<file path="config.mk">
export PLATFORM = sky130hd
export DESIGN_NAME = sdram_responder
export DESIGN_NICKNAME = d
export VERILOG_FILES = /design/src/rtl/sdram_resp_pkg.sv /design/src/rtl/sdram_bank_tracker.sv /design/src/rtl/sdram_responder.sv
export SDC_FILE = /design/constraint.sdc
export NUM_CORES = 1
export LEC_CHECK = 0
export ABC_AREA = 1
export CAP_MARGIN = 20
export CORE_MARGIN = 2
export CORE_UTILIZATION = 50
export CTS_BUF_LIST = sky130_fd_sc_hd__clkbuf_2
export DETAILED_ROUTE_END_ITERATION = 8
export GPL_ROUTABILITY_DRIVEN = 0
export PLACE_DENSITY = 0.66
export SLEW_MARGIN = 20
export SYNTH_ARGS = -nofsm -noshare
export SYNTH_HDL_FRONTEND = slang
export SYNTH_SLANG_ARGS = --single-unit
export TNS_END_PERCENT = 50
</file>
<file path="constraint.sdc">
create_clock -name clk -period 3.55 [get_ports clk]
set_input_delay 0.355 -clock clk [delete_from_list [all_inputs] [get_ports clk]]
set_output_delay 0.355 -clock clk [all_outputs]
set_load 0.005 [all_outputs]
</file>
<file path="src/rtl/sdram_resp_pkg.sv">
// Shared definitions for the SDRAM responder: command encodings, per-bank
// state, violation codes, geometry constants and the command decoder.
package sdram_resp_pkg;

  localparam int NUM_BANKS = 4;
  localparam int ROW_W     = 13;
  localparam int DATA_W    = 16;
  localparam int MEM_AW    = 6;   // {bank, row lsb, col[2:0]}

  // Values are the raw {cs_n,ras_n,cas_n,we_n} patterns.
  typedef enum logic [3:0] {
    CMD_LMR = 4'b0000,
    CMD_REF = 4'b0001,
    CMD_PRE = 4'b0010,
    CMD_ACT = 4'b0011,
    CMD_WR  = 4'b0100,
    CMD_RD  = 4'b0101,
    CMD_NOP = 4'b0111
  } cmd_e;

  typedef enum logic [1:0] {
    BANK_IDLE,
    BANK_ACTIVATING,
    BANK_ACTIVE,
    BANK_PRECHARGING
  } bank_st_e;

  typedef enum logic [2:0] {
    ERR_NONE      = 3'd0,
    ERR_ACT_OPEN  = 3'd1,  // ACTIVE to a bank that is not idle
    ERR_RW_CLOSED = 3'd2,  // READ/WRITE to an idle or precharging bank
    ERR_TIMING    = 3'd3,  // READ/WRITE too early, or command during refresh
    ERR_NOT_IDLE  = 3'd4   // REFRESH/LOAD MODE with a bank open
  } err_e;

  // Deselect and any unlisted pattern behave as NOP.
  function automatic cmd_e decode_cmd(input logic cs_n, input logic ras_n,
                                      input logic cas_n, input logic we_n);
    logic [3:0] raw;
    raw = {cs_n, ras_n, cas_n, we_n};
    case (raw)
      4'b0000: return CMD_LMR;
      4'b0001: return CMD_REF;
      4'b0010: return CMD_PRE;
      4'b0011: return CMD_ACT;
      4'b0100: return CMD_WR;
      4'b0101: return CMD_RD;
      default: return CMD_NOP;
    endcase
  endfunction

endpackage

</file>
<file path="src/rtl/sdram_bank_tracker.sv">
// Per-bank state tracker: IDLE/ACTIVATING/ACTIVE/PRECHARGING, open row and
// the tRCD/tRP timing counter.
// Ports:
//   clk, rst_n      clock, async active-low reset
//   clock_enable    freezes all state when low
//   act, pre        accepted ACTIVE / PRECHARGE for this bank (already qualified)
//   row             row address captured on act
//   state, open_row current bank state and open row
module sdram_bank_tracker
  import sdram_resp_pkg::*;
#(
  parameter int TRCD = 2,
  parameter int TRP  = 2
) (
  input  logic             clk,
  input  logic             rst_n,
  input  logic             clock_enable,
  input  logic             act,
  input  logic             pre,
  input  logic [ROW_W-1:0] row,
  output bank_st_e         state,
  output logic [ROW_W-1:0] open_row
);

  localparam int TMAX = (TRCD > TRP) ? TRCD : TRP;
  // Counter only ever holds up to TMAX-1.
  localparam int CW   = (TMAX < 2) ? 1 : $clog2(TMAX);
  localparam int TRCD_LD = (TRCD > 1) ? TRCD - 1 : 0;
  localparam int TRP_LD  = (TRP > 1) ? TRP - 1 : 0;

  bank_st_e         state_d;
  logic [CW-1:0]    cnt_q, cnt_d;
  logic [ROW_W-1:0] row_d;

  always_ff @(posedge clk or negedge rst_n) begin
    if (!rst_n) begin
      state    <= BANK_IDLE;
      cnt_q    <= '0;
      open_row <= '0;
    end else if (clock_enable) begin
      state    <= state_d;
      cnt_q    <= cnt_d;
      open_row <= row_d;
    end
  end

  // Counter is loaded with T-1 so the bank is usable exactly T cycles after
  // the command; a timing of 0 or 1 skips the transient state entirely.
  always_comb begin
    state_d = state;
    cnt_d   = cnt_q;
    row_d   = open_row;
    if (pre) begin
      state_d = (TRP <= 1) ? BANK_IDLE : BANK_PRECHARGING;
      cnt_d   = CW'(TRP_LD);
    end else if (act) begin
      row_d   = row;
      state_d = (TRCD <= 1) ? BANK_ACTIVE : BANK_ACTIVATING;
      cnt_d   = CW'(TRCD_LD);
    end else if (state == BANK_ACTIVATING || state == BANK_PRECHARGING) begin
      if (cnt_q <= CW'(1)) begin
        cnt_d   = '0;
        state_d = (state == BANK_ACTIVATING) ? BANK_ACTIVE : BANK_IDLE;
      end else begin
        cnt_d = cnt_q - 1'b1;
      end
    end
  end

endmodule

</file>
<file path="src/rtl/sdram_responder.sv">
// Behavioural SDRAM device responder: decodes the command bus, tracks four
// banks, stores data in a small 64x16 array, returns reads after CAS_LAT
// cycles and flags protocol violations.
// Ports:
//   clk, rst_n                 clock, async active-low reset
//   clock_enable               CKE; low freezes everything
//   cs_n/ras_n/cas_n/we_n      command bus
//   addr, bank_addr            row/column/all-bank flag, target bank
//   data_in, data_mask_*       write data and byte masks (1 = keep old byte)
//   data_out, data_oe          read data and its valid strobe
//   mode_reg                   last LOAD MODE value
//   refresh_cnt                accepted AUTO REFRESH count (wraps)
//   protocol_err, err_code     sticky violation flag and first violation code
module sdram_responder
  import sdram_resp_pkg::*;
#(
  parameter int CAS_LAT = 2,
  parameter int TRCD    = 2,
  parameter int TRP     = 2,
  parameter int TRFC    = 7
) (
  input  logic              clk,
  input  logic              rst_n,
  input  logic              clock_enable,
  input  logic              cs_n,
  input  logic              ras_n,
  input  logic              cas_n,
  input  logic              we_n,
  input  logic [ROW_W-1:0]  addr,
  input  logic [1:0]        bank_addr,
  input  logic [DATA_W-1:0] data_in,
  input  logic              data_mask_low,
  input  logic              data_mask_high,
  output logic [DATA_W-1:0] data_out,
  output logic              data_oe,
  output logic [ROW_W-1:0]  mode_reg,
  output logic [15:0]       refresh_cnt,
  output logic              protocol_err,
  output logic [2:0]        err_code
);

  localparam int RFW = (TRFC < 1) ? 1 : $clog2(TRFC + 1);

  cmd_e                                 cmd;
  bank_st_e [NUM_BANKS-1:0]             bank_st;
  logic     [NUM_BANKS-1:0][ROW_W-1:0]  open_row;
  logic     [NUM_BANKS-1:0]             bank_act, bank_pre;
  bank_st_e                             sel_st;
  logic                                 all_idle;
  logic     [RFW-1:0]                   ref_busy_q;
  logic                                 ref_busy;
  err_e                                 viol;
  logic                                 accept, rd_ok, wr_ok, act_ok, pre_ok, ref_ok, lmr_ok;
  logic     [MEM_AW-1:0]                mem_idx;
  logic     [DATA_W-1:0]                rd_word;
  logic     [DATA_W-1:0]                mem [2**MEM_AW];
  logic     [CAS_LAT-1:0]               vld_pipe;
  logic     [CAS_LAT-1:0][DATA_W-1:0]   dat_pipe;
  logic                                 unused_row;

  assign cmd      = decode_cmd(cs_n, ras_n, cas_n, we_n);
  assign sel_st   = bank_st[bank_addr];
  assign ref_busy = |ref_busy_q;

  always_comb begin
    all_idle = 1'b1;
    for (int b = 0; b < NUM_BANKS; b++)
      if (bank_st[b] != BANK_IDLE) all_idle = 1'b0;
  end

  // Refresh-busy has priority: it rejects everything, whatever the banks say.
  always_comb begin
    viol = ERR_NONE;
    if (ref_busy && cmd != CMD_NOP) begin
      viol = ERR_TIMING;
    end else begin
      case (cmd)
        CMD_ACT:         if (sel_st != BANK_IDLE) viol = ERR_ACT_OPEN;
        CMD_RD, CMD_WR: begin
          if (sel_st == BANK_ACTIVATING)  viol = ERR_TIMING;
          else if (sel_st != BANK_ACTIVE) viol = ERR_RW_CLOSED;
        end
        CMD_REF, CMD_LMR: if (!all_idle) viol = ERR_NOT_IDLE;
        default: ;
      endcase
    end
  end

  // A violating command is dropped; only its error is recorded.
  assign accept = clock_enable && (viol == ERR_NONE);
  assign rd_ok  = accept && (cmd == CMD_RD);
  assign wr_ok  = accept && (cmd == CMD_WR);
  assign act_ok = accept && (cmd == CMD_ACT);
  assign pre_ok = accept && (cmd == CMD_PRE);
  assign ref_ok = accept && (cmd == CMD_REF);
  assign lmr_ok = accept && (cmd == CMD_LMR);

  for (genvar b = 0; b < NUM_BANKS; b++) begin : g_bank
    assign bank_act[b] = act_ok && (bank_addr == 2'(b));
    assign bank_pre[b] = pre_ok && (addr[10] || bank_addr == 2'(b));

    sdram_bank_tracker #(
      .TRCD (TRCD),
      .TRP  (TRP)
    ) u_trk (
      .clk          (clk),
      .rst_n        (rst_n),
      .clock_enable (clock_enable),
      .act          (bank_act[b]),
      .pre          (bank_pre[b]),
      .row          (addr),
      .state        (bank_st[b]),
      .open_row     (open_row[b])
    );
  end

  // Only the row lsb participates in array addressing.
  always_comb begin
    unused_row = 1'b0;
    for (int b = 0; b < NUM_BANKS; b++) unused_row = unused_row ^ (^open_row[b][ROW_W-1:1]);
  end

  assign mem_idx = {bank_addr, open_row[bank_addr][0], addr[2:0]};
  assign rd_word = mem[mem_idx];

  // Storage is deliberately not reset.
  always_ff @(posedge clk) begin
    if (wr_ok) begin
      if (!data_mask_low)  mem[mem_idx][7:0]  <= data_in[7:0];
      if (!data_mask_high) mem[mem_idx][15:8] <= data_in[15:8];
    end
  end

  // Read pipeline: the array is sampled on the READ edge, so a WRITE issued
  // while the read is in flight cannot change the returned word. Idle stages
  // carry zero so data_out is 0 whenever data_oe is low.
  always_ff @(posedge clk or negedge rst_n) begin
    if (!rst_n) begin
      vld_pipe <= '0;
      dat_pipe <= '0;
    end else if (clock_enable) begin
      vld_pipe <= {vld_pipe[CAS_LAT-2:0], rd_ok};
      dat_pipe <= {dat_pipe[CAS_LAT-2:0], (rd_ok ? rd_word : {DATA_W{1'b0}})};
    end
  end

  assign data_out = dat_pipe[CAS_LAT-1];
  assign data_oe  = vld_pipe[CAS_LAT-1];

  always_ff @(posedge clk or negedge rst_n) begin
    if (!rst_n) begin
      ref_busy_q   <= '0;
      refresh_cnt  <= '0;
      mode_reg     <= '0;
      protocol_err <= 1'b0;
      err_code     <= 3'd0;
    end else if (clock_enable) begin
      if (ref_ok) begin
        refresh_cnt <= refresh_cnt + 16'd1;
        ref_busy_q  <= RFW'(TRFC);
      end else if (ref_busy) begin
        ref_busy_q <= ref_busy_q - 1'b1;
      end
      if (lmr_ok) mode_reg <= addr;
      if (viol != ERR_NONE && !protocol_err) begin
        protocol_err <= 1'b1;
        err_code     <= viol;
      end
    end
  end

endmodule

</file>
# Word level (Yosys, flattened, before mapping)
# Memory sizes are Yosys's and may differ from the RTL's.
# Index checks and enable logic that the tools add are counted.
# classes
eq_ne,24
n_reduce_logical,64
n_addsub,6
mul,0
n_shift,0
n_mux,60
div,0
bitwise,4
order_cmp,5
# op_table
op,n
$mux 2,23
$mux 1,28
$reduce_bool 3->1,9
$bmux 13 s2,1
$reduce_and 3->1,8
$pmux 3 s6,1
$logic_and 1x1->1,17
$add 16x1->16 const B,1
$eq 4x2->1 const B,4
$eq 4x3->1 const B,4
$mux 16,1
$reduce_and 2->1,8
$eq 2x1->1 const B,6
$eq 2x2->1 const B,6
$mux 3,4
$reduce_bool 2->1,6
$pmux 3 s3,1
$eq 4x1->1 const B,2
$logic_not 4->1,2
$logic_or 1x1->1,8
$bmux 2 s2,1
$le 1x1->1 const B,4
$ne 4x3->1 const B,1
$not 1->1,4
other kinds (9),13
# totals
inputBits,40
word_cells,184
latchBits,0
ff_bits,134
rom_bits,0
n_memories,1
ram_bits,1024
# mem_list
memory,depth,word_bits,read_ports,rd_ports_with_merged_regs,write_ports,line,rtl
mem,64,16,1,0,1,sdram_responder.sv:56,logic [DATA_W-1:0] mem [2**MEM_AW];

# Logic depth before layout (Yosys ltp)
# depth
depth_word,14
mapped_depth,16
depth_no_buf,14

# Modules after synthesis
# From an unflattened synthesis, not the netlist that was laid out.
# hier_totals
cells_unflattened,5632
area_unflattened_um2,52002.4
# modules_own_cells
mod,seq_area_each_um2,cells_each,area_each_um2,instances
sdram_responder,32501.2,5344,49259.7,1
sdram_bank_tracker,375.4,72,685.7,4

# Worst setup path before layout
# Ideal clock, no wire load.
# synth_timing
kind,input to register
startpoint,input port bank_addr[1]
endpoint,memory mem[48][0] (enable)
t_arrival_ns,2.150
stages,15
setup_ns,0.370
slack_ns,1.029
path_buffers,3
path_cell_list,buf_4 inv_2 nand3_1 nand2_1 nor2_1 nand2_1 nand2_1 nand2_1 nor2_2 buf_4 nand2_4 nor3_4 nand2_4 buf_6 nor2_1
# synth_between
elab_chain_len,12
# synth_rtl
item,line,rtl
from (decl),sdram_responder.sv:30,"input logic [1:0] bank_addr,"
$bmux 2 s2,sdram_responder.sv:62,assign sel_st = bank_st[bank_addr];
$mux 2 (implied by the code),sdram_responder.sv:62,
$ne 2x2->1,sdram_responder.sv:81,else if (sel_st != BANK_ACTIVE) viol = ERR_RW_CLOSED;
$mux 2,sdram_responder.sv:81,
$mux 2,sdram_responder.sv:80,if (sel_st == BANK_ACTIVATING) viol = ERR_TIMING;
$pmux 3 s3,sdram_responder.sv:77,case (cmd)
$mux 3,sdram_responder.sv:74,if (ref_busy && cmd != CMD_NOP) begin
$logic_not 3->1,sdram_responder.sv:90,assign accept = clock_enable && (viol == ERR_NONE);
$logic_and 1x1->1,sdram_responder.sv:90,
$logic_and 1x1->1,sdram_responder.sv:92,assign wr_ok = accept && (cmd == CMD_WR);
$mux 1,sdram_responder.sv:128,if (wr_ok) begin
$mux 1 (implied by the code),sdram_responder.sv:129,if (!data_mask_low) mem[mem_idx][7:0] <= data_in[7:0];
to (decl),sdram_responder.sv:56,
# Several ways; a longest one is shown, not always the timed one. The select of a mux whose other input is x is not followed.

# Final worst setup path
# layout_timing
startpoint,input port cas_n
endpoint,register err_code[1]
# layout_between
elab_chain_len,9
# layout_rtl
item,line,rtl
from (decl),sdram_responder.sv:27,"input logic cas_n,"
$eq 4x3->1 (tied with other cells),sdram_resp_pkg.sv:41,case (raw)
$pmux 3 s6 *,sdram_resp_pkg.sv:41,
$eq 4x1->1 (tied with other cells),sdram_responder.sv:77,
$reduce_or 2->1,sdram_responder.sv:77,
$pmux 3 s3,sdram_responder.sv:77,
$mux 3 *,sdram_responder.sv:74,
$reduce_bool 3->1,sdram_responder.sv:165,if (viol != ERR_NONE && !protocol_err) begin
$logic_and 1x1->1,sdram_responder.sv:165,
$reduce_and 2->1 (no source line),-,
to (signal assigned),sdram_responder.sv:167,err_code <= viol;
to (decl),sdram_responder.sv:39,output logic [2:0] err_code
# Mark *: on every way between the ends. The rest lies on a longest branch, timed or not.
# A chain may end at the register's enable or synchronous reset.

==> flow_summary.yaml <==
detailed_routing:
  drtIter0Drc: 3949
  drt_first_pass_iters: 8
  wl_per_cell_um: 25.54
  totalWireLength_um: 127200
  num_vias: 29520
  route.detailed.drc: 0
  drtAntennaViolNets: 0
  via_per_inst: 5.930
sta:
  drv_slew: 0
  tightestPinTransition_ns: 0.9240
  hold_viol_final: 0
  clock_skew_ns: 0.1874
  setup_tns_ns: 0
  rsz0062_at_grt: "false"
  relSlewSlack_pct: 38.40
  period_minus_slack_ns: 3.324
  finalSetupViolCount: 0
  finalCritPeriodShare_pct: 93.65
  fmax_mhz: 300.8
  whs_ns: 0.1504
worst_setup_path:
  cp_cell_sequence: "dlygate4sd3_1 > clkdlybuf4s50_1 > nor3_1 > dlygate4sd3_1 > nand2_1 > dlygate4sd3_1 > nand3_1 > dlygate4sd3_1 > nand3_1 > dlygate4sd3_1 > nand2_1 > dlygate4sd3_1"
  r2r_setup_slack_ns: 0.23
  crit_fanout: 5
  crit_slowest_cell: "dlygate4sd3_1"
  path_class: "primary input to flop"
  end_kind: "flop"
  critical_path_required_ns: 4.99
  arrival_ns: 4.77
  start_kind: "primary input"
  worst_path_most_repeated_cell: "dlygate4sd3_1"
  slowest_delay_ns: 0.64
layout:
  final_util_pct: 57.51
  nets: 3691
  stdcell_count: 4978
  area_delta_synth_final_pct: 14.42
  drive_above_1_share_pct: 15.25
  final_common_cell: "edfxtp_1"
  largest_reg_flops: 1024
  final_cell_mix: "edfxtp_1 (1,024), nor2_1 (620), nand2_1 (486), clkbuf_2 (403), o22ai_1 (378)"
  fill_cells: 6858
  regMostFlops: "mem"
synthesis:
  syn_area_sq_um: 42660
  synth_seq_area_share_pct: 76.88
  netlist_instances: 3233
  ys_warn_count: 0
  synth_seq_cells: 1106
  syn_avg_cell_area_sq_um: 13.20
  syn-num-nets: 3276
  ys_types: 32
global_routing:
  antenna_found_initial: 5
  grt_pass1_vias: 29400
  grt_start_max_net_pins: 83
  grt_pass1_wl_um: 184600
  grt_overflow: 0
  grt.total_usage_pct: 29.05
pwr:
  p_seq_share_pct: 57.3
  switchingPower_mw: 6.668
  p_comb_share_pct: 9.0
  p_int_mw: 18.68
  ir_worst_vdd_mv: 0.3255
  power.total_mw: 25.35
  cellPowerDensity_nw_per_um2: 519.2
  p_leak_nw: 17.32
  power.share.clock_pct: 33.6
  p_sw_share_pct: 26.31
die:
  num_rows: 107
  dieArea_sq_um: 87680
  die_h_um: 296.1
  die_x_um: 296.1
  initial_core_util_pct: 50.26
  top_level_ports: 90
  coreArea_sq_um: 84880
clock_tree:
  clk_path_buf_depth: 4
  htreeDepth: 5
  cts-hold-fix-buffers: 115
  cts_setup_buffers: 0
  clock-sinks: 1106
  root_buffer: "clkbuf_2"
  clk_pin_slew_ns: 0.11
  cts_made_buffers: 289
  cts_tree: "done"
  cts-resized-gates: 0
  clkLatencyLatePin_ns: 1.51
place:
  port_buffers: 89
  hpwl_um: 75030
  placed_cells: 4386
min_path:
  min_path_type: "primary input to flop"
outcome:
  status: "completed"
job:
  cap_violations: 0
[power by group through the flow]
stage	Sequential [mW]	Clock [mW]	Combinational, mW
2_1_floorplan	14.8	0	0.931
3_3_place_gp	14.8	0	2.03
3_5_place_dp	14.8	0	2.05
4_1_cts	14.5	8.64	2.23
5_1_grt	14.6	9.36	2.45
6_report	14.5	8.53	2.29
[final cells by class]
class                   instances  area (sq um)  share of cell area (%)
clock buffers                 403          2017                   4.132
clock inverters                70         444.2                  0.9099
well taps                    1144          1431                   2.932
inverters                      84         315.3                  0.6459
repair buffers                307          3068                   6.285
multi-input cells            1860          8728                   17.88
diodes                          4         10.01                 0.02050
flip-flops and latches       1106         32800                   67.19
[per-stage QoR]
step           instance area [sq um]  setup WS, ns
6_report                       48820        0.2256
5_1_grt                        48810       0.04177
4_1_cts                        48810        0.3023
3_5_place_dp                   45180     -0.008018
3_3_place_gp                   45180       0.09431
2_1_floorplan                  42660         1.029
[cell usage after synthesis]
cell	instances	area, sq um
buf_2	33	165.2
a21o_1	1	7.510
inv_1	78	292.8
nand3_2	1	10.01
dfrtp_1	82	2052
nand3_1	71	355.3
o22ai_1	378	2365
o211ai_1	4	30.03
o22a_1	15	131.4
clkinv_1	1	3.750
xnor2_1	3	26.28
or2_2	1	6.260
a21oi_1	69	345.3
nor2_1	621	2331
nand2_1	492	1847
nand4_1	23	143.9
nor3_1	18	90.09
clkbuf_1	105	394.1
nand3b_1	8	60.06
edfxtp_1	1024	30750
clkbuf_2	1	5.000
nor3_2	1	10.01
nand2_4	3	33.78
buf_6	12	135.1
nor3_4	3	48.80
buf_1	13	48.80
inv_2	5	18.77
buf_4	19	142.6
xor2_1	12	105.1
o21ai_0	128	640.6
ha_1	3	37.54
nor2_2	5	31.28
[path summary, 6_finish.rpt]
check	from	to	cells after the start
setup reg to reg	g_bank[2].u_trk.state[0]$_DFFE_PN0P_	err_code[1]$_DFFE_PN0P_	12
setup / recovery	cas_n	err_code[1]$_DFFE_PN0P_	12
min in group asynchronous	rst_n	mode_reg[7]$_DFFE_PN0P_	5
hold reg to reg	dat_pipe[6]$_DFFE_PN0P_	data_out[6]$_DFFE_PN0P_	2
hold / removal	data_in[15]	mem[48][15]$_DFFE_PP_	2
max in group asynchronous	rst_n	vld_pipe[1]$_DFFE_PN0P_	5
[logic make-up after synthesis]
| family | synth area share (%) |
|---|---|
| DFF | 76.88 |
| adders and majority gates | 0.08799 |
| AOI/OAI and AO/OA | 8.250 |
| xor gates and xnor gates | 0.3079 |
| and+or+nand+nor | 11.64 |
| buffers and inverters | 2.827 |
[per-layer routing]
metal  wire length, um  global-route usage [%]
met1             47120                   38.11
met2             59760                   46.19
met3             15120                   7.435
met4              5143                   12.43
met5                13                       0
[worst max-delay path, delay by kind of cell]
| family | cells | cell delay (ns) |
|---|---|---|
| buf+inv | 7 | 3.93 |
| simple gates | 5 | 0.49 |
Power figures use the tool's default switching activity.
